### config.mk
export PLATFORM = sky130hd
export DESIGN_NAME = uart_echo_bridge
export DESIGN_NICKNAME = d
export VERILOG_FILES = /design/src/rtl/uart_echo_pkg.sv /design/src/rtl/uart_echo_fifo.sv /design/src/rtl/uart_echo_bridge.sv
export SDC_FILE = /design/constraint.sdc
export NUM_CORES = 1
export LEC_CHECK = 0
export CORE_ASPECT_RATIO = 0.75
export CORE_MARGIN = 1.5
export CORE_UTILIZATION = 54
export CTS_CLUSTER_DIAMETER = 120
export CTS_CLUSTER_SIZE = 16
export DETAILED_ROUTE_END_ITERATION = 7
export PLACE_DENSITY_LB_ADDON = 0.05
export SYNTH_ARGS = -nofsm -noshare
export SYNTH_HDL_FRONTEND = slang
export SYNTH_SLANG_ARGS = --single-unit
export TNS_END_PERCENT = 50
### constraint.sdc
create_clock -name clk -period 3.05 [get_ports clk]
set_clock_uncertainty 0.1 [all_clocks]
set_input_delay 0.305 -clock clk [delete_from_list [all_inputs] [get_ports clk]]
set_output_delay 0.305 -clock clk [all_outputs]
set_load 0.02 [all_outputs]
### src/rtl/uart_echo_pkg.sv
// uart_echo_pkg: shared FSM state encoding and transform mode constants for the UART echo bridge.
package uart_echo_pkg;
  typedef enum logic [1:0] {IDLE, LOAD, SEND, WAIT} state_e;
  localparam logic [1:0] MODE_PASS   = 2'd0;
  localparam logic [1:0] MODE_ADD    = 2'd1;
  localparam logic [1:0] MODE_INV    = 2'd2;
  localparam logic [1:0] MODE_BITREV = 2'd3;
endpackage

### src/rtl/uart_echo_fifo.sv
// uart_echo_fifo: synchronous DW x DEPTH FIFO; pushes when full and pops when empty are ignored.
module uart_echo_fifo #(
  parameter int DW    = 8,
  parameter int DEPTH = 16,
  localparam int AW   = $clog2(DEPTH),
  localparam int CW   = AW + 1
) (
  input  logic          clk,
  input  logic          rst,
  input  logic          push_i,
  input  logic          pop_i,
  input  logic [DW-1:0] wdata_i,
  output logic [DW-1:0] rdata_o,
  output logic          full_o,
  output logic          empty_o,
  output logic [CW-1:0] count_o
);
  logic [DW-1:0] mem_q [DEPTH];
  logic [AW-1:0] wr_q, rd_q;
  logic [CW-1:0] count_q;
  logic          do_push, do_pop;
  assign full_o  = count_q == CW'(DEPTH);
  assign empty_o = count_q == '0;
  assign count_o = count_q;
  assign rdata_o = mem_q[rd_q];
  assign do_push = push_i & ~full_o;
  assign do_pop  = pop_i & ~empty_o;
  always_ff @(posedge clk)
    if (do_push) mem_q[wr_q] <= wdata_i;
  always_ff @(posedge clk or negedge rst)
    if (!rst) begin
      wr_q    <= '0;
      rd_q    <= '0;
      count_q <= '0;
    end else begin
      if (do_push) wr_q <= wr_q + AW'(1);
      if (do_pop) rd_q <= rd_q + AW'(1);
      count_q <= count_q + CW'(do_push) - CW'(do_pop);
    end
endmodule

### src/rtl/uart_echo_bridge.sv
// uart_echo_bridge: buffers received UART frames and echoes them to TX through a mode-selected transform.
// Define UART_ECHO_ERR_DROP_EN to discard frames flagged with rx_error instead of echoing them.
module uart_echo_bridge
  import uart_echo_pkg::*;
#(
  parameter int DW          = 8,
  parameter int DEPTH       = 16,
  parameter int INC         = 1,
  parameter int SYNC_STAGES = 2
) (
  input  logic                   clk,
  input  logic                   rst,
  input  logic                   rx_ready,
  input  logic [DW-1:0]          rx_data,
  input  logic                   rx_error,
  input  logic                   tx_ready,
  input  logic [1:0]             mode,
  output logic [DW-1:0]          tx_data,
  output logic                   tx_send,
  output logic [$clog2(DEPTH):0] fifo_count,
  output logic                   overflow
);
  state_e                 state_q, state_d;
  logic [SYNC_STAGES-1:0] rx_sync_q, tx_sync_q;
  logic                   rx_prev_q, overflow_q;
  logic [DW-1:0]          tx_data_q, tx_data_d, head, rev, xf;
  logic                   rise, push, pop, full, empty, tx_ready_s;
  assign tx_ready_s = tx_sync_q[SYNC_STAGES-1];
  assign rise       = rx_sync_q[SYNC_STAGES-1] & ~rx_prev_q;
`ifdef UART_ECHO_ERR_DROP_EN
  assign push = rise & ~rx_error;
`else
  logic unused_rx_error;
  assign unused_rx_error = rx_error;
  assign push = rise;
`endif
  assign pop      = state_q == LOAD;
  assign tx_send  = state_q == SEND;
  assign tx_data  = tx_data_q;
  assign overflow = overflow_q;
  uart_echo_fifo #(.DW(DW), .DEPTH(DEPTH)) u_fifo (
    .clk    (clk),
    .rst    (rst),
    .push_i (push),
    .pop_i  (pop),
    .wdata_i(rx_data),
    .rdata_o(head),
    .full_o (full),
    .empty_o(empty),
    .count_o(fifo_count)
  );
  always_comb begin
    rev = '0;
    for (int i = 0; i < DW; i++) rev[i] = head[DW-1-i];
    xf = mode == MODE_ADD    ? head + DW'(INC) :
         mode == MODE_INV    ? ~head :
         mode == MODE_BITREV ? rev : head;
  end
  always_comb begin
    state_d   = state_q;
    tx_data_d = tx_data_q;
    unique case (state_q)
      IDLE: if (!empty && tx_ready_s) state_d = LOAD;
      LOAD: begin
        tx_data_d = xf;
        state_d   = SEND;
      end
      SEND: if (!tx_ready_s) state_d = WAIT;
      WAIT: if (tx_ready_s) state_d = IDLE;
      default: state_d = IDLE;
    endcase
  end
  always_ff @(posedge clk or negedge rst)
    if (!rst) begin
      state_q    <= IDLE;
      tx_data_q  <= '0;
      rx_sync_q  <= '0;
      tx_sync_q  <= '0;
      rx_prev_q  <= 1'b0;
      overflow_q <= 1'b0;
    end else begin
      state_q    <= state_d;
      tx_data_q  <= tx_data_d;
      rx_sync_q  <= {rx_sync_q[SYNC_STAGES-2:0], rx_ready};
      tx_sync_q  <= {tx_sync_q[SYNC_STAGES-2:0], tx_ready};
      rx_prev_q  <= rx_sync_q[SYNC_STAGES-1];
      if (push && full) overflow_q <= 1'b1;
    end
endmodule
## Word-level counts from Yosys, hierarchy flattened

Memory sizes are Yosys's and may differ from the RTL's.
Cells that the tools add are included.
W data, S select, Z words.

| word-level totals | value |
|---|---|
| flip-flop bits (word level) | 29 |
| output and inout bits | 15 |
| word-level logic and storage cells | 47 |
| memories kept | 1 |
| bits of input ports | 15 |
| bits in writable memories | 128 |

Memory list:

| name | words | width | read ports | clocked after memory_dff | wr ports | RTL line | source |
|---|---|---|---|---|---|---|---|
| u_fifo.mem_q | 16 | 8 | 1 | 0 | 1 | uart_echo_fifo.sv:18 | `logic [DW-1:0] mem_q [DEPTH];` |

| operators by class | value |
|---|---|
| reduce and logical (&&, ||, !) cells | 6 |
| bitwise operators | 7 |
| equality and inequality tests | 10 |
| muxes and demuxes | 9 |
| $add $sub $neg | 5 |

Operators by type and width:

| kind | number |
|---|---|
| $mux W8 | 3 |
| $add A4 B1 Y4 const B | 2 |
| $add A8 B1 Y8 const B | 1 |
| $eq A2 B2 Y1 const B | 4 |
| $not A8 Y8 | 1 |
| $pmux W2 S4 | 1 |
| $mux W2 | 3 |
| $ne A2 B2 Y1 const B | 3 |
| $add A5 B1 Y5 | 1 |
| $eq A5 B5 Y1 const B | 1 |
| $logic_not A5 Y1 | 1 |
| $sub A5 B1 Y5 | 1 |
| $eq A2 B1 Y1 const B | 2 |
| $and A1 B1 Y1 | 3 |
| $not A1 Y1 | 3 |
| $reduce_and A3 Y1 | 1 |
| $logic_and A1 B1 Y1 | 2 |
| $logic_not A2 Y1 | 1 |
| $mux W1 | 2 |
| $logic_not A1 Y1 | 1 |

## Longest topological paths before layout

| logic depth | value |
|---|---|
| depth after elaboration | 5 |
| depth in mapped cells | 15 |
| mapped depth without buffers | 14 |

## By module

A second synthesis with hierarchy kept.

| second synthesis, totals | value |
|---|---|
| cells, all modules | 417 |
| area, all modules | 6844.1 um^2 |

Modules (own cells, without submodules):

| module | times used | cells an instance | area each (um^2) | seq. area each (um^2) |
|---|---|---|---|---|
| uart_echo_fifo | 1 | 319 | 5863.1 | 4169.0 |
| uart_echo_bridge | 1 | 98 | 980.9 | 400.4 |

## Worst setup path after synthesis

OpenSTA, ideal clock, no wires.

| timing | value |
|---|---|
| path type | reg-to-reg |
| start point | reg u_fifo.count_q[2], in the netlist u_fifo.count_o[2] |
| end point | mem u_fifo.mem_q[3][0] (enable) |
| data required time | 2567 ps |
| path slack | 111 ps |
| arrival | 2455 ps |
| stages on the path, launching flop included | 7 |
| clock period less this slack | 2939 ps |
| cells stage by stage | dfrtp_1 -> inv_1 -> ha_1 -> and4_1 -> nor3b_1 -> nand2_1 -> nor3_1 |

| between the ends | value |
|---|---|
| cells in the longest elaborated chain, start to end | 5 |

RTL lines:

| what | RTL line | source |
|---|---|---|
| start: declaration | uart_echo_fifo.sv:20 | `logic [CW-1:0] count_q;` |
| start signal: assignment | uart_echo_fifo.sv:38 | `count_q <= count_q + CW'(do_push) - CW'(do_pop);` |
| $eq A5 B5 Y1 | uart_echo_fifo.sv:22 | `assign full_o = count_q == CW'(DEPTH);` |
| $not A1 Y1 | uart_echo_fifo.sv:26 | `assign do_push = push_i & ~full_o;` |
| $and A1 B1 Y1 | uart_echo_fifo.sv:26 |  |
| named net u_fifo.do_push | uart_echo_fifo.sv:21 | `logic do_push, do_pop;` |
| $mux W1 | uart_echo_fifo.sv:29 | `if (do_push) mem_q[wr_q] <= wdata_i;` |
| $mux W1 (not written as such) | uart_echo_fifo.sv:29 |  |
| end: declaration | uart_echo_fifo.sv:18 |  |

The timed path passes the listed nets, and every way through them passes these cells.

## Final worst setup path

| timing | value |
|---|---|
| start point | reg u_fifo.rd_q[0] |
| end point | reg tx_data_q[6], in the netlist tx_data[6] |

| between the ends | value |
|---|---|
| cells in the longest elaborated chain, start to end | 4 |
| elaborated cells between the ends (all ways) | 6 |
| those cells by class | add/sub: 1; mux: 3; bitwise: 1; memory: 1 |

RTL lines:

| what | RTL line | source |
|---|---|---|
| start: declaration | uart_echo_fifo.sv:19 | `logic [AW-1:0] wr_q, rd_q;` |
| start signal: assignment | uart_echo_fifo.sv:37 | `if (do_pop) rd_q <= rd_q + AW'(1);` |
| $mem_v2 Z16 W8 (*) | - |  |
| parallel branches: the longest is 2 deep, another holds $add A8 B1 Y8 | - |  |
| $mux W8 (*) | uart_echo_bridge.sv:55 | `xf = mode == MODE_ADD ? head + DW'(INC) :` |
| end signal: assignment | uart_echo_bridge.sv:83 | `tx_data_q <= tx_data_d;` |
| end: declaration | uart_echo_bridge.sv:26 | `logic [DW-1:0] tx_data_q, tx_data_d, head, rev, xf;` |

Every way passes the cells marked *.
A chain may end at the register's enable or synchronous reset.

==> insert_results.sql <==
INSERT INTO impl_metrics (metric_group, metric, value, unit) VALUES
('place', 'io_buffer_count', '28', ''),
('yosys', 'synthArstFlopShare', '0.185', ''),
('power', 'cell_internal_pwr', '5530', 'uW'),
('run_status', 'run_status', 'finished, final reports clean', ''),
('global_route', 'grt_util_met1', '0.339', ''),
('floorplanning', 'floorplan.die_area', '13200', 'um2'),
('sta', 'period_needed', '2.88', 'ns'),
('power', 'power_share_of_the_sequential_group', '0.346', ''),
('yosys', 'synth.avg_cell_area', '17.2', 'um2'),
('yosys', 'combinational_family_with_the_most_area_after_synthesis', 'multiplexers', ''),
('global_route', 'gr-total-overflow', '0', ''),
('global_route', 'grt_first_pass_wirelength', '20.8', 'mm'),
('global_route', 'grt_max_degree', '30', ''),
('layout', 'fin_nets', '504', ''),
('power', 'sw_frac_of_total', '0.317', ''),
('sta', 'rsz0062_at_grt', 'no', ''),
('power', 'combPwrFrac', '0.382', ''),
('critical_path', 'r2r-start', 'u_fifo.rd_q[0]', ''),
('power', 'leakage', '0.00295', 'uW'),
('clock_tree', 'clockRootBuffer', 'sky130_fd_sc_hd__clkbuf_16', ''),
('yosys', 'yosys_warnings', '0', ''),
('route', 'postRouteWirelength', '13.5', 'mm'),
('sta', 'timing.final.max_slew_violations', '0', ''),
('route', 'via_per_inst', '5.65', ''),
('clock_tree', 'cts_htree_levels', '4', ''),
('yosys', 'post_synth_num_cell_types', '56', ''),
('clock_tree', 'cts_max_path_buffers', '2', ''),
('power', 'power.share.clock', '0.272', ''),
('layout', 'antenna_cells_inserted', '0', ''),
('sta', 'fin_worst_hold_slack', '0.188', 'ns'),
('clock_tree', 'cts_buffers', '17', ''),
('critical_path', 'startpoint_type', 'register', ''),
('route', 'ant_nets', '0', ''),
('route', 'initialDrtViolationCount', '330', ''),
('route', 'via_count_of_the_routed_design', '3671', ''),
('sta', 'fin_tns_setup', '0', 'ns'),
('flow_run', 'drv.max_cap_violation_count', '0', ''),
('clock_tree', 'clock_insertion_delay_worst_skew', '0.41', 'ns'),
('critical_path', 'worst-path-max-fanout', '4', ''),
('yosys', 'synth_top_area_frac', '0.570', ''),
('route', 'post-route-drc-count', '0', ''),
('place', 'place.detailed.hpwl', '9.00', 'mm'),
('critical_path', 'crit_slowest_cell', 'sky130_fd_sc_hd__dfrtp_2', ''),
('critical_path', 'timing.critical_path.to_type', 'register', ''),
('power', 'areal_power_density_over_the_cells', '993', 'nW/um2'),
('layout', 'area_growth', '20.8', '%'),
('critical_path', 'cpMostUsedCell', 'sky130_fd_sc_hd__mux2i_1', ''),
('floorplanning', 'floorplan.initialDensity', '0.552', ''),
('sta', 'timing.final.setup_violations', '0', ''),
('floorplanning', 'die_height', '99.8', 'um'),
('clock_tree', 'hold_buffers', '0', ''),
('clock_tree', 'cts_num_sinks', '157', ''),
('yosys', 'synth_compound_gate_area_share', '0.0360', ''),
('critical_path', 'crit_chain', 'buf_4, buf_4, mux4_1, mux2i_1, mux2i_1, ha_2, inv_1, o311a_1, and4b_1, mux2i_1, a221oi_2', ''),
('yosys', 'portion_of_the_post_synthesis_area_used_by_sequential_elements', '0.678', ''),
('critical_path', 'worst_path_largest_cell_delay', '0.41', 'ns'),
('yosys', 'syn-num-nets', '424', ''),
('yosys', 'synth_enable_flop_cells', '128', ''),
('global_route', 'grt.met3_usage', '0.0444', ''),
('critical_path', 'worstSetupStartpoint', 'u_fifo.rd_q[0]', ''),
('floorplanning', 'io_pins', '30', ''),
('sta', 'finalHoldViolCount', '0', ''),
('yosys', 'ys_seq_elements', '157', ''),
('global_route', 'antenna_found_initial', '0', ''),
('power', 'netSwitchingPower', '2560', 'uW'),
('route', 'firstDrtPassIters', '4', ''),
('yosys', 'synthSimpleGateAreaFrac', '0.0573', ''),
('sta', 'maxSlewHeadroom', '0.577', ''),
('clock_tree', 'cts.clk_slew.worst_paths', '0.06', 'ns'),
('clock_tree', 'tritoncts', 'yes', ''),
('sta', 'max_slew.worst_pin.slew', '0.632', 'ns');
final timing paths:
| check | to | slack, ns | cells past startpoint |
|---|---|---|---|
| worst max register to register | tx_data[6] | 0.17 | 11 |
| max in group asynchronous | u_fifo.rd_q[1] | 2.34 | 2 |
| worst max-delay path | tx_data[6] | 0.17 | 11 |
| worst min-delay path | u_fifo.count_o[2] | 0.19 | 2 |
| min in group clk | tx_sync_q[0] | 0.23 | 1 |
| worst min register to register | rx_sync_q[1] | 0.26 | 0 |
per-stage QoR:
step / setup WS, ns / total power (uW) / std cells / util / cell area (um2)
floorplan: 0.111 / 4880 / 391 / - / 6740
global placement: 0.142 / 5830 / 613 / 0.611 / 7470
detailed placement: 0.117 / 5880 / 613 / 0.611 / 7470
CTS: 0.101 / 8080 / 645 / 0.662 / 8090
global route: 0.0470 / 8530 / 650 / 0.667 / 8150
finish: 0.168 / 8090 / 650 / 0.667 / 8150
cells by family after synthesis:
| logic type | Yosys count |
|---|---|
| simple gates | 78 |
| xor+xnor | 16 |
| buf+inv | 35 |
| fa+ha+maj | 18 |
| compound gates | 35 |
| mux | 52 |
| flops | 157 |
sequential cells by signal, indices dropped and copies added, names as in the netlist:
| register | flops |
|---|---|
| rx_prev_q | 1 |
| overflow | 1 |
| state_q | 2 |
| u_fifo.wr_q | 4 |
| tx_data | 8 |
| tx_sync_q | 2 |
| rx_sync_q | 2 |
| u_fifo.count_o | 5 |
| u_fifo.rd_q | 4 |
| u_fifo.mem_q | 128 |
cell usage in the layout, fill, tap and decap left out, types with 3 or more instances in the layout:
cell and count:
sky130_fd_sc_hd__a21oi_1 6, sky130_fd_sc_hd__and2_1 3, sky130_fd_sc_hd__buf_4 47, sky130_fd_sc_hd__bufinv_16 4
sky130_fd_sc_hd__clkbuf_16 17, sky130_fd_sc_hd__clkdlybuf4s50_1 28, sky130_fd_sc_hd__clkinv_4 4, sky130_fd_sc_hd__clkinvlp_4 3
sky130_fd_sc_hd__dfrtp_1 27, sky130_fd_sc_hd__edfxtp_1 128, sky130_fd_sc_hd__ha_1 16, sky130_fd_sc_hd__inv_1 16
sky130_fd_sc_hd__mux2_2 4, sky130_fd_sc_hd__mux2i_1 11, sky130_fd_sc_hd__mux4_1 8, sky130_fd_sc_hd__mux4_2 25
sky130_fd_sc_hd__nand2_1 20, sky130_fd_sc_hd__nand3_1 7, sky130_fd_sc_hd__nand4_1 6, sky130_fd_sc_hd__nor2_1 24
sky130_fd_sc_hd__nor2b_1 3, sky130_fd_sc_hd__nor3_1 5, sky130_fd_sc_hd__o21ai_0 6, sky130_fd_sc_hd__xnor2_1 14
timing repair:
action | in CTS | in global routing
setup endpoints to repair | 0 | 4
setup buffers | 0 | 5
resized for setup | 0 | 5
cells in the mapped netlist, types with 3 or more instances:
| library cell | instances |
|---|---|
| sky130_fd_sc_hd__buf_1 | 3 |
| sky130_fd_sc_hd__nor2b_1 | 3 |
| sky130_fd_sc_hd__o21ai_0 | 6 |
| sky130_fd_sc_hd__mux2_2 | 4 |
| sky130_fd_sc_hd__nand3_1 | 7 |
| sky130_fd_sc_hd__mux4_2 | 25 |
| sky130_fd_sc_hd__mux4_1 | 8 |
| sky130_fd_sc_hd__nand2_1 | 20 |
| sky130_fd_sc_hd__buf_6 | 3 |
| sky130_fd_sc_hd__buf_2 | 6 |
| sky130_fd_sc_hd__ha_1 | 17 |
| sky130_fd_sc_hd__edfxtp_1 | 128 |
| sky130_fd_sc_hd__nor3_1 | 5 |
| sky130_fd_sc_hd__dfrtp_1 | 29 |
| sky130_fd_sc_hd__inv_1 | 16 |
| sky130_fd_sc_hd__nand4_1 | 6 |
| sky130_fd_sc_hd__nor2_1 | 24 |
| sky130_fd_sc_hd__and2_1 | 3 |
| sky130_fd_sc_hd__xnor2_1 | 14 |
| sky130_fd_sc_hd__mux2i_1 | 11 |
| sky130_fd_sc_hd__clkbuf_1 | 3 |
| sky130_fd_sc_hd__a21oi_1 | 6 |
power by group through the flow:
stage	registers (uW)	clock network, uW	logic (uW)
after detailed placement	2860	0	3010
after floorplan	2850	0	2030
after global placement	2850	0	2980
final	2800	2200	3090
after global routing	2840	2310	3380
after CTS	2820	2240	3020
layer usage:
layer	wire length, um	up-vias
met1	6550	1880
met2	6130	89
met3	659	11
met5	0	-
li1	-	1691
met4	132	0
layout make-up:
type                    count  area, um2
inverters                  19       71.3
clock inverters            13        191
clock buffers              19        433
multi-input cells         199       2010
repair buffers             77        661
well taps                 166        208
fillers                   841       4070
flip-flops and latches    157       4570
critical path: cells and delay by family (launching register included):
| kind | cells | cell delay [ns] |
|---|---|---|
| AO/OA/AOI/OAI | 2 | 0.43 |
| AND/OR/NAND/NOR | 1 | 0.27 |
| multiplexers | 4 | 0.91 |
| buffers and inverters | 3 | 0.36 |
| adder cells (fa/ha/maj) | 1 | 0.28 |
| flip-flops | 1 | 0.41 |
Power figures use the tool's default switching activity.
